==> src/rtl/hack_video_pkg.sv <==
// Shared constants for the Hack screen memory map and the default 512x256 video timing.
package hack_video_pkg;

  localparam logic [15:0] SCREEN_BASE   = 16'h4000;
  localparam int          WORDS_PER_ROW = 32;
  localparam int          SCREEN_ROWS   = 256;
  localparam int          SCREEN_WORDS  = 8192;

  localparam int DEF_H_ACTIVE = 512;
  localparam int DEF_H_FP     = 16;
  localparam int DEF_H_SYNC   = 64;
  localparam int DEF_H_BP     = 80;
  localparam int DEF_V_ACTIVE = 256;
  localparam int DEF_V_FP     = 3;
  localparam int DEF_V_SYNC   = 4;
  localparam int DEF_V_BP     = 17;

endpackage

==> src/rtl/hack_video_timing.sv <==
// Horizontal/vertical position counters with combinational region, sync and blank decode.
module hack_video_timing
  import hack_video_pkg::*;
#(
  parameter int H_ACTIVE = DEF_H_ACTIVE,
  parameter int H_FP     = DEF_H_FP,
  parameter int H_SYNC   = DEF_H_SYNC,
  parameter int H_BP     = DEF_H_BP,
  parameter int V_ACTIVE = DEF_V_ACTIVE,
  parameter int V_FP     = DEF_V_FP,
  parameter int V_SYNC   = DEF_V_SYNC,
  parameter int V_BP     = DEF_V_BP,
  parameter int H_W      = 10,
  parameter int V_W      = 9
) (
  input  logic           clk,
  input  logic           reset,
  input  logic           ce_pix,
  output logic [H_W-1:0] h,
  output logic [V_W-1:0] v,
  output logic           hblank_c,
  output logic           vblank_c,
  output logic           hs_c,
  output logic           vs_c
);

  localparam int H_TOTAL = H_ACTIVE + H_FP + H_SYNC + H_BP;
  localparam int V_TOTAL = V_ACTIVE + V_FP + V_SYNC + V_BP;

  localparam logic [H_W-1:0] H_LAST  = H_W'(H_TOTAL - 1);
  localparam logic [H_W-1:0] H_START = H_W'(H_TOTAL - 3);
  localparam logic [H_W-1:0] H_ACT   = H_W'(H_ACTIVE);
  localparam logic [H_W-1:0] HS_ON   = H_W'(H_ACTIVE + H_FP);
  localparam logic [H_W-1:0] HS_OFF  = H_W'(H_ACTIVE + H_FP + H_SYNC);
  localparam logic [V_W-1:0] V_LAST  = V_W'(V_TOTAL - 1);
  localparam logic [V_W-1:0] V_ACT   = V_W'(V_ACTIVE);
  localparam logic [V_W-1:0] VS_ON   = V_W'(V_ACTIVE + V_FP);
  localparam logic [V_W-1:0] VS_OFF  = V_W'(V_ACTIVE + V_FP + V_SYNC);

  logic [H_W-1:0] h_q, h_d;
  logic [V_W-1:0] v_q, v_d;

  always_comb begin
    h_d = h_q + H_W'(1);
    v_d = v_q;
    if (h_q == H_LAST) begin
      h_d = '0;
      v_d = (v_q == V_LAST) ? '0 : v_q + V_W'(1);
    end
  end

  // Reset parks the counters just before row 0's word-0 fetch point.
  always_ff @(posedge clk or posedge reset) begin
    if (reset) begin
      h_q <= H_START;
      v_q <= V_LAST;
    end else if (ce_pix) begin
      h_q <= h_d;
      v_q <= v_d;
    end
  end

  assign h        = h_q;
  assign v        = v_q;
  assign hblank_c = !(h_q < H_ACT);
  assign vblank_c = !(v_q < V_ACT);
  assign hs_c     = (h_q >= HS_ON) && (h_q < HS_OFF);
  assign vs_c     = (v_q >= VS_ON) && (v_q < VS_OFF);

endmodule

==> src/rtl/hack_screen_scanout.sv <==
// Reads Hack screen RAM one word ahead of the beam and serialises it into a 1 bpp pixel stream.
module hack_screen_scanout
  import hack_video_pkg::*;
#(
  parameter int H_ACTIVE = DEF_H_ACTIVE,
  parameter int H_FP     = DEF_H_FP,
  parameter int H_SYNC   = DEF_H_SYNC,
  parameter int H_BP     = DEF_H_BP,
  parameter int V_ACTIVE = DEF_V_ACTIVE,
  parameter int V_FP     = DEF_V_FP,
  parameter int V_SYNC   = DEF_V_SYNC,
  parameter int V_BP     = DEF_V_BP
) (
  input  logic        clk,
  input  logic        reset,
  input  logic        ce_pix,
  output logic [12:0] ram_addr,
  output logic        ram_rd,
  input  logic [15:0] ram_data,
  output logic        pixel,
  output logic        hs,
  output logic        vs,
  output logic        hblank,
  output logic        vblank,
  output logic        de
);

  localparam int H_TOTAL = H_ACTIVE + H_FP + H_SYNC + H_BP;
  localparam int V_TOTAL = V_ACTIVE + V_FP + V_SYNC + V_BP;
  localparam int H_W     = $clog2(H_TOTAL + 1);
  localparam int V_W     = $clog2(V_TOTAL + 1);

  localparam logic [H_W-1:0] H_FETCH0 = H_W'(H_TOTAL - 3);
  localparam logic [H_W-1:0] H_LAST   = H_W'(H_TOTAL - 1);
  localparam logic [H_W:0]   W16      = (H_W+1)'(16);
  localparam logic [H_W:0]   ACT_X    = (H_W+1)'(H_ACTIVE);
  localparam logic [V_W-1:0] V_LAST   = V_W'(V_TOTAL - 1);
  localparam logic [V_W-1:0] V_ACT    = V_W'(V_ACTIVE);

  logic [H_W-1:0] h;
  logic [V_W-1:0] v;
  logic           hblank_c, vblank_c, hs_c, vs_c, de_c;

  hack_video_timing #(
    .H_ACTIVE(H_ACTIVE), .H_FP(H_FP), .H_SYNC(H_SYNC), .H_BP(H_BP),
    .V_ACTIVE(V_ACTIVE), .V_FP(V_FP), .V_SYNC(V_SYNC), .V_BP(V_BP),
    .H_W(H_W), .V_W(V_W)
  ) u_timing (
    .clk      (clk),
    .reset    (reset),
    .ce_pix   (ce_pix),
    .h        (h),
    .v        (v),
    .hblank_c (hblank_c),
    .vblank_c (vblank_c),
    .hs_c     (hs_c),
    .vs_c     (vs_c)
  );

  logic [H_W:0]   h_p3, h_p1;
  logic           wrap_fetch, mid_fetch, load_pt;
  logic [V_W-1:0] fetch_row;
  logic [4:0]     fetch_word;
  logic [15:0]    shift_q, shift_d, next_word_q;
  logic           rd_pending_q;
  logic           pixel_q, hs_q, vs_q, hblank_q, vblank_q, de_q;

  // Word w is fetched two pixels before it must be loaded; word 0 comes from the tail of the previous line.
  always_comb begin
    h_p3       = {1'b0, h} + (H_W+1)'(3);
    h_p1       = {1'b0, h} + (H_W+1)'(1);
    wrap_fetch = (h == H_FETCH0);
    mid_fetch  = (h_p3[3:0] == 4'd0) && (h_p3 >= W16) && (h_p3 < ACT_X);
    fetch_row  = v;
    if (wrap_fetch) fetch_row = (v == V_LAST) ? '0 : v + V_W'(1);
    fetch_word = wrap_fetch ? 5'd0 : 5'(h_p3 >> 4);
    ram_rd     = ce_pix && !reset && (wrap_fetch || mid_fetch) && (fetch_row < V_ACT);
    ram_addr   = ram_rd ? {8'(fetch_row), fetch_word} : 13'd0;
    load_pt    = (h == H_LAST) ||
                 ((h_p1[3:0] == 4'd0) && (h_p1 >= W16) && (h_p1 < ACT_X));
    shift_d    = shift_q;
    if (load_pt)       shift_d = next_word_q;
    else if (!hblank_c) shift_d = shift_q >> 1;
    de_c       = !hblank_c && !vblank_c;
  end

  always_ff @(posedge clk or posedge reset) begin
    if (reset) begin
      rd_pending_q <= 1'b0;
      next_word_q  <= '0;
      shift_q      <= '0;
      pixel_q      <= 1'b0;
      hs_q         <= 1'b0;
      vs_q         <= 1'b0;
      hblank_q     <= 1'b1;
      vblank_q     <= 1'b1;
      de_q         <= 1'b0;
    end else begin
      rd_pending_q <= ram_rd;
      if (rd_pending_q) next_word_q <= ram_data;
      if (ce_pix) begin
        shift_q  <= shift_d;
        pixel_q  <= de_c && shift_q[0];
        hs_q     <= hs_c;
        vs_q     <= vs_c;
        hblank_q <= hblank_c;
        vblank_q <= vblank_c;
        de_q     <= de_c;
      end
    end
  end

  assign pixel  = pixel_q;
  assign hs     = hs_q;
  assign vs     = vs_q;
  assign hblank = hblank_q;
  assign vblank = vblank_q;
  assign de     = de_q;

endmodule
==> config.mk <==
export PLATFORM = sky130hd
export DESIGN_NAME = hack_screen_scanout
export DESIGN_NICKNAME = d
export VERILOG_FILES = /design/src/rtl/hack_video_pkg.sv /design/src/rtl/hack_video_timing.sv /design/src/rtl/hack_screen_scanout.sv
export SDC_FILE = /design/constraint.sdc
export NUM_CORES = 1
export LEC_CHECK = 0
export CORE_ASPECT_RATIO = 1.4
export CORE_UTILIZATION = 57
export DETAILED_ROUTE_END_ITERATION = 10
export PLACE_DENSITY = 0.87
export SLEW_MARGIN = 20
export SYNTH_ARGS = -nofsm -noshare
export SYNTH_HDL_FRONTEND = slang
export SYNTH_SLANG_ARGS = --single-unit
==> constraint.sdc <==
create_clock -name clk -period 4.4 [get_ports clk]
set_input_delay 0.88 -clock clk [delete_from_list [all_inputs] [get_ports clk]]
set_output_delay 0.88 -clock clk [all_outputs]
set_load 0.01 [all_outputs]
==> flow_summary.ini <==
[outcome]
status = finished clean

[place]
hpwl_mm = 4.89
gp_congestion = 0.886
portBuffers = 38

[worst_setup_path]
start_kind = register
critPathKind = reg2out
crit_path_end_kind = output port
worstPathMaxFanout = 12
cp.arrival_ps = 3330
required_ps = 3520
rr_worst_depth = 8

[power_and_ir_drop]
p_leak_nw = 1.60
vdd.ir_drop.worst_mv = 0.336
power_density_mw_per_mm2 = 463

[layout]
nFillCells = 482
regArea_sq_mm = 0.00147
layout_commonest_cell = nand2_1
final_cell_mix = nand2_1 (51), dfrtp_1 (45), nor2_1 (44), clkdlybuf4s50_1 (37), o21ai_0 (27)
drive_gt1_share_pct = 16.5
area_growth_pct = 15.3
multiInputGateArea_sq_mm = 0.00186
diodes = 0
nets = 450

[routing]
drt_iter0_drc = 276
drt_wl_total_mm = 7.56
firstDrtPassIters = 5
vias_per_cell = 6.05
drc_errors = 0
ant_nets = 0
num_vias = 3031
wl_per_cell_um = 15.1

[run]
cap_violations = 0

[global_route]
grt_pass1_wl_mm = 13.0
grt_pass1_vias = 2974
grt_usage_pct = 24.7
antenna_found_initial = 0
grt-ovfl-total = 0
grt_max_degree = 59

[floorplanning]
pin_count = 39
fp-row-count = 33
die-area_sq_mm = 0.00662
start_util_pct = 60.3
die_h_um = 95.9
die_w_um = 69.0
coreArea_sq_mm = 0.00595

[timing]
fin_crit_ps = 4210
slew_violations = 0
finalSetupTns_ps = 0
finalHoldViolCount = 0
fmax_mhz = 237
final-setup-viol-count = 0
finClkSkew_ps = 7.97
worst_pin_slew_ps = 830
holdWs_ps = 519
slew_headroom_pct = 44.6
fin_crit_sh_pct = 95.7

[clock_tree]
cts.clk_slew.worst_paths_ps = 70
clock-sinks = 58
cts_tree = yes
h-tree-depth = 3
cts_buffers = 9
cts_root_buffer = clkbuf_8
cts_resized = 2
post_cts_buffers = 0
insertion_delay_ps = 340
hold_buffers = 0
clock_path_buffers = 2

[synth]
yosysWarnings = 0
synth_cells = 407
synth-seq-cells = 58
ys_async_sr_fraction_pct = 100
synth_seq_area_share_pct = 40.9
avgSynthCellArea_sq_um = 8.81
synth_area_leader_cell = dfrtp_1
syn-num-nets = 431
synth_area_sq_mm = 0.00359
yosysTopAreaCellShare_pct = 31.4
ys.flop_type = dfrtp_1
synth.area.top_cells = dfrtp_1 (31%), dfstp_2 (9.5%), a311oi_2 (6.3%), nand2_1 (5.5%), nor2_1 (4.6%)
yosysUniqueCellTypes = 53
synth-edff-count = 0

[worst_hold_path]
hold_class = reg2reg
min_path_cells = 1
==> cell families (layout without fill, tap and decap cells) <==
logic type	count (synthesis)	after routing	share of synthesized area, %
simple gates	179	179	24.6
compound gates	85	85	19.1
buf+inv	59	83	7.81
flops	58	58	40.9
xor+xnor	12	12	3.14
mux	9	9	2.72
fa+ha+maj	5	5	1.74
==> final timing paths <==
path / slack [ps] / to / startpoint
max: 190 / ram_addr[4] / u_timing.h[0]$_DFFE_PP1P_
min: 520 / vs$_DFFE_PP0P_ / vs$_DFFE_PP0P_
max reg2reg: 1430 / shift_q[11]$_DFFE_PP0P_ / u_timing.h[0]$_DFFE_PP1P_
min reg2reg: 520 / vs$_DFFE_PP0P_ / vs$_DFFE_PP0P_
max in group asynchronous: 2780 / u_timing.h[5]$_DFFE_PP0P_ / reset
min in group asynchronous: 1110 / u_timing.v[3]$_DFFE_PP0P_ / reset
==> final cells by class <==
class / count / area share, %
multi-input cells: 290 / 45.1
flip-flops and latches: 58 / 35.6
repair buffers: 44 / 10.2
clock buffers: 12 / 3.75
well taps: 70 / 2.12
inverters: 23 / 2.09
clock inverters: 4 / 1.21
==> metrics by stage <==
stage / util [%] / cells / cell area (sq um) / setup slack [ps] / power (mW)
after floorplan: - / 407 / 3590 / 462 / 1.28
after global placement: 65.6 / 485 / 3900 / 481 / 1.37
after detailed placement: 65.6 / 485 / 3900 / 365 / 1.40
after CTS: 69.3 / 501 / 4120 / 103 / 1.92
after global routing: 69.5 / 501 / 4140 / -16.3 / 2.04
final: 69.5 / 501 / 4140 / 187 / 1.91
==> metal layers <==
| metal | GRT usage (%) | part of all wire (%) |
|---|---|---|
| met4 | 17.5 | 2.7 |
| met2 | 42.6 | 51 |
| met3 | 3.46 | 4.3 |
| met5 | 0 | 0 |
| met1 | 28.6 | 42 |
==> worst max-delay path, stage by stage (launching register included) <==
cell and delay [ps]:
dfstp_2 600, inv_1 90, ha_1 220, and3b_1 300
and3_1 270, mux2i_1 120, o221ai_2 280, nand2_4 170
a221oi_1 330, clkdlybuf4s50_1 580
==> state kept, by name, summed over array words and instances (netlist names) <==
register,count
u_timing.h,10
de,1
pixel,1
hblank,1
vblank,1
next_word_q,16
rd_pending_q,1
hs,1
shift_q,16
u_timing.v,9
vs,1
==> cells in the mapped netlist, types with 5 or more instances <==
library cell and number:
and3_1 8, nor3_1 18, xnor2_1 7, mux2_2 6, dfrtp_1 45, or3_1 5, a21oi_1 9, nand2b_1 6
o21ai_1 5, inv_1 23, a311oi_2 15, ha_1 5, clkbuf_1 15, nor2_1 44, a311oi_1 6, and2_1 5
o31ai_1 7, nand3_1 15, nand4_1 5, buf_2 8, buf_4 7, nand2_1 53, o21ai_0 27, dfstp_2 13
==> where the power goes <==
part / total (mW) / leakage (nW) / internal, mW / switching [mW]
clock: 0.503 / 0.0986 / 0.291 / 0.212
combinational: 0.574 / 0.848 / 0.249 / 0.325
sequential: 0.836 / 0.651 / 0.711 / 0.125
No activity file was read; power rests on OpenSTA's default activity.
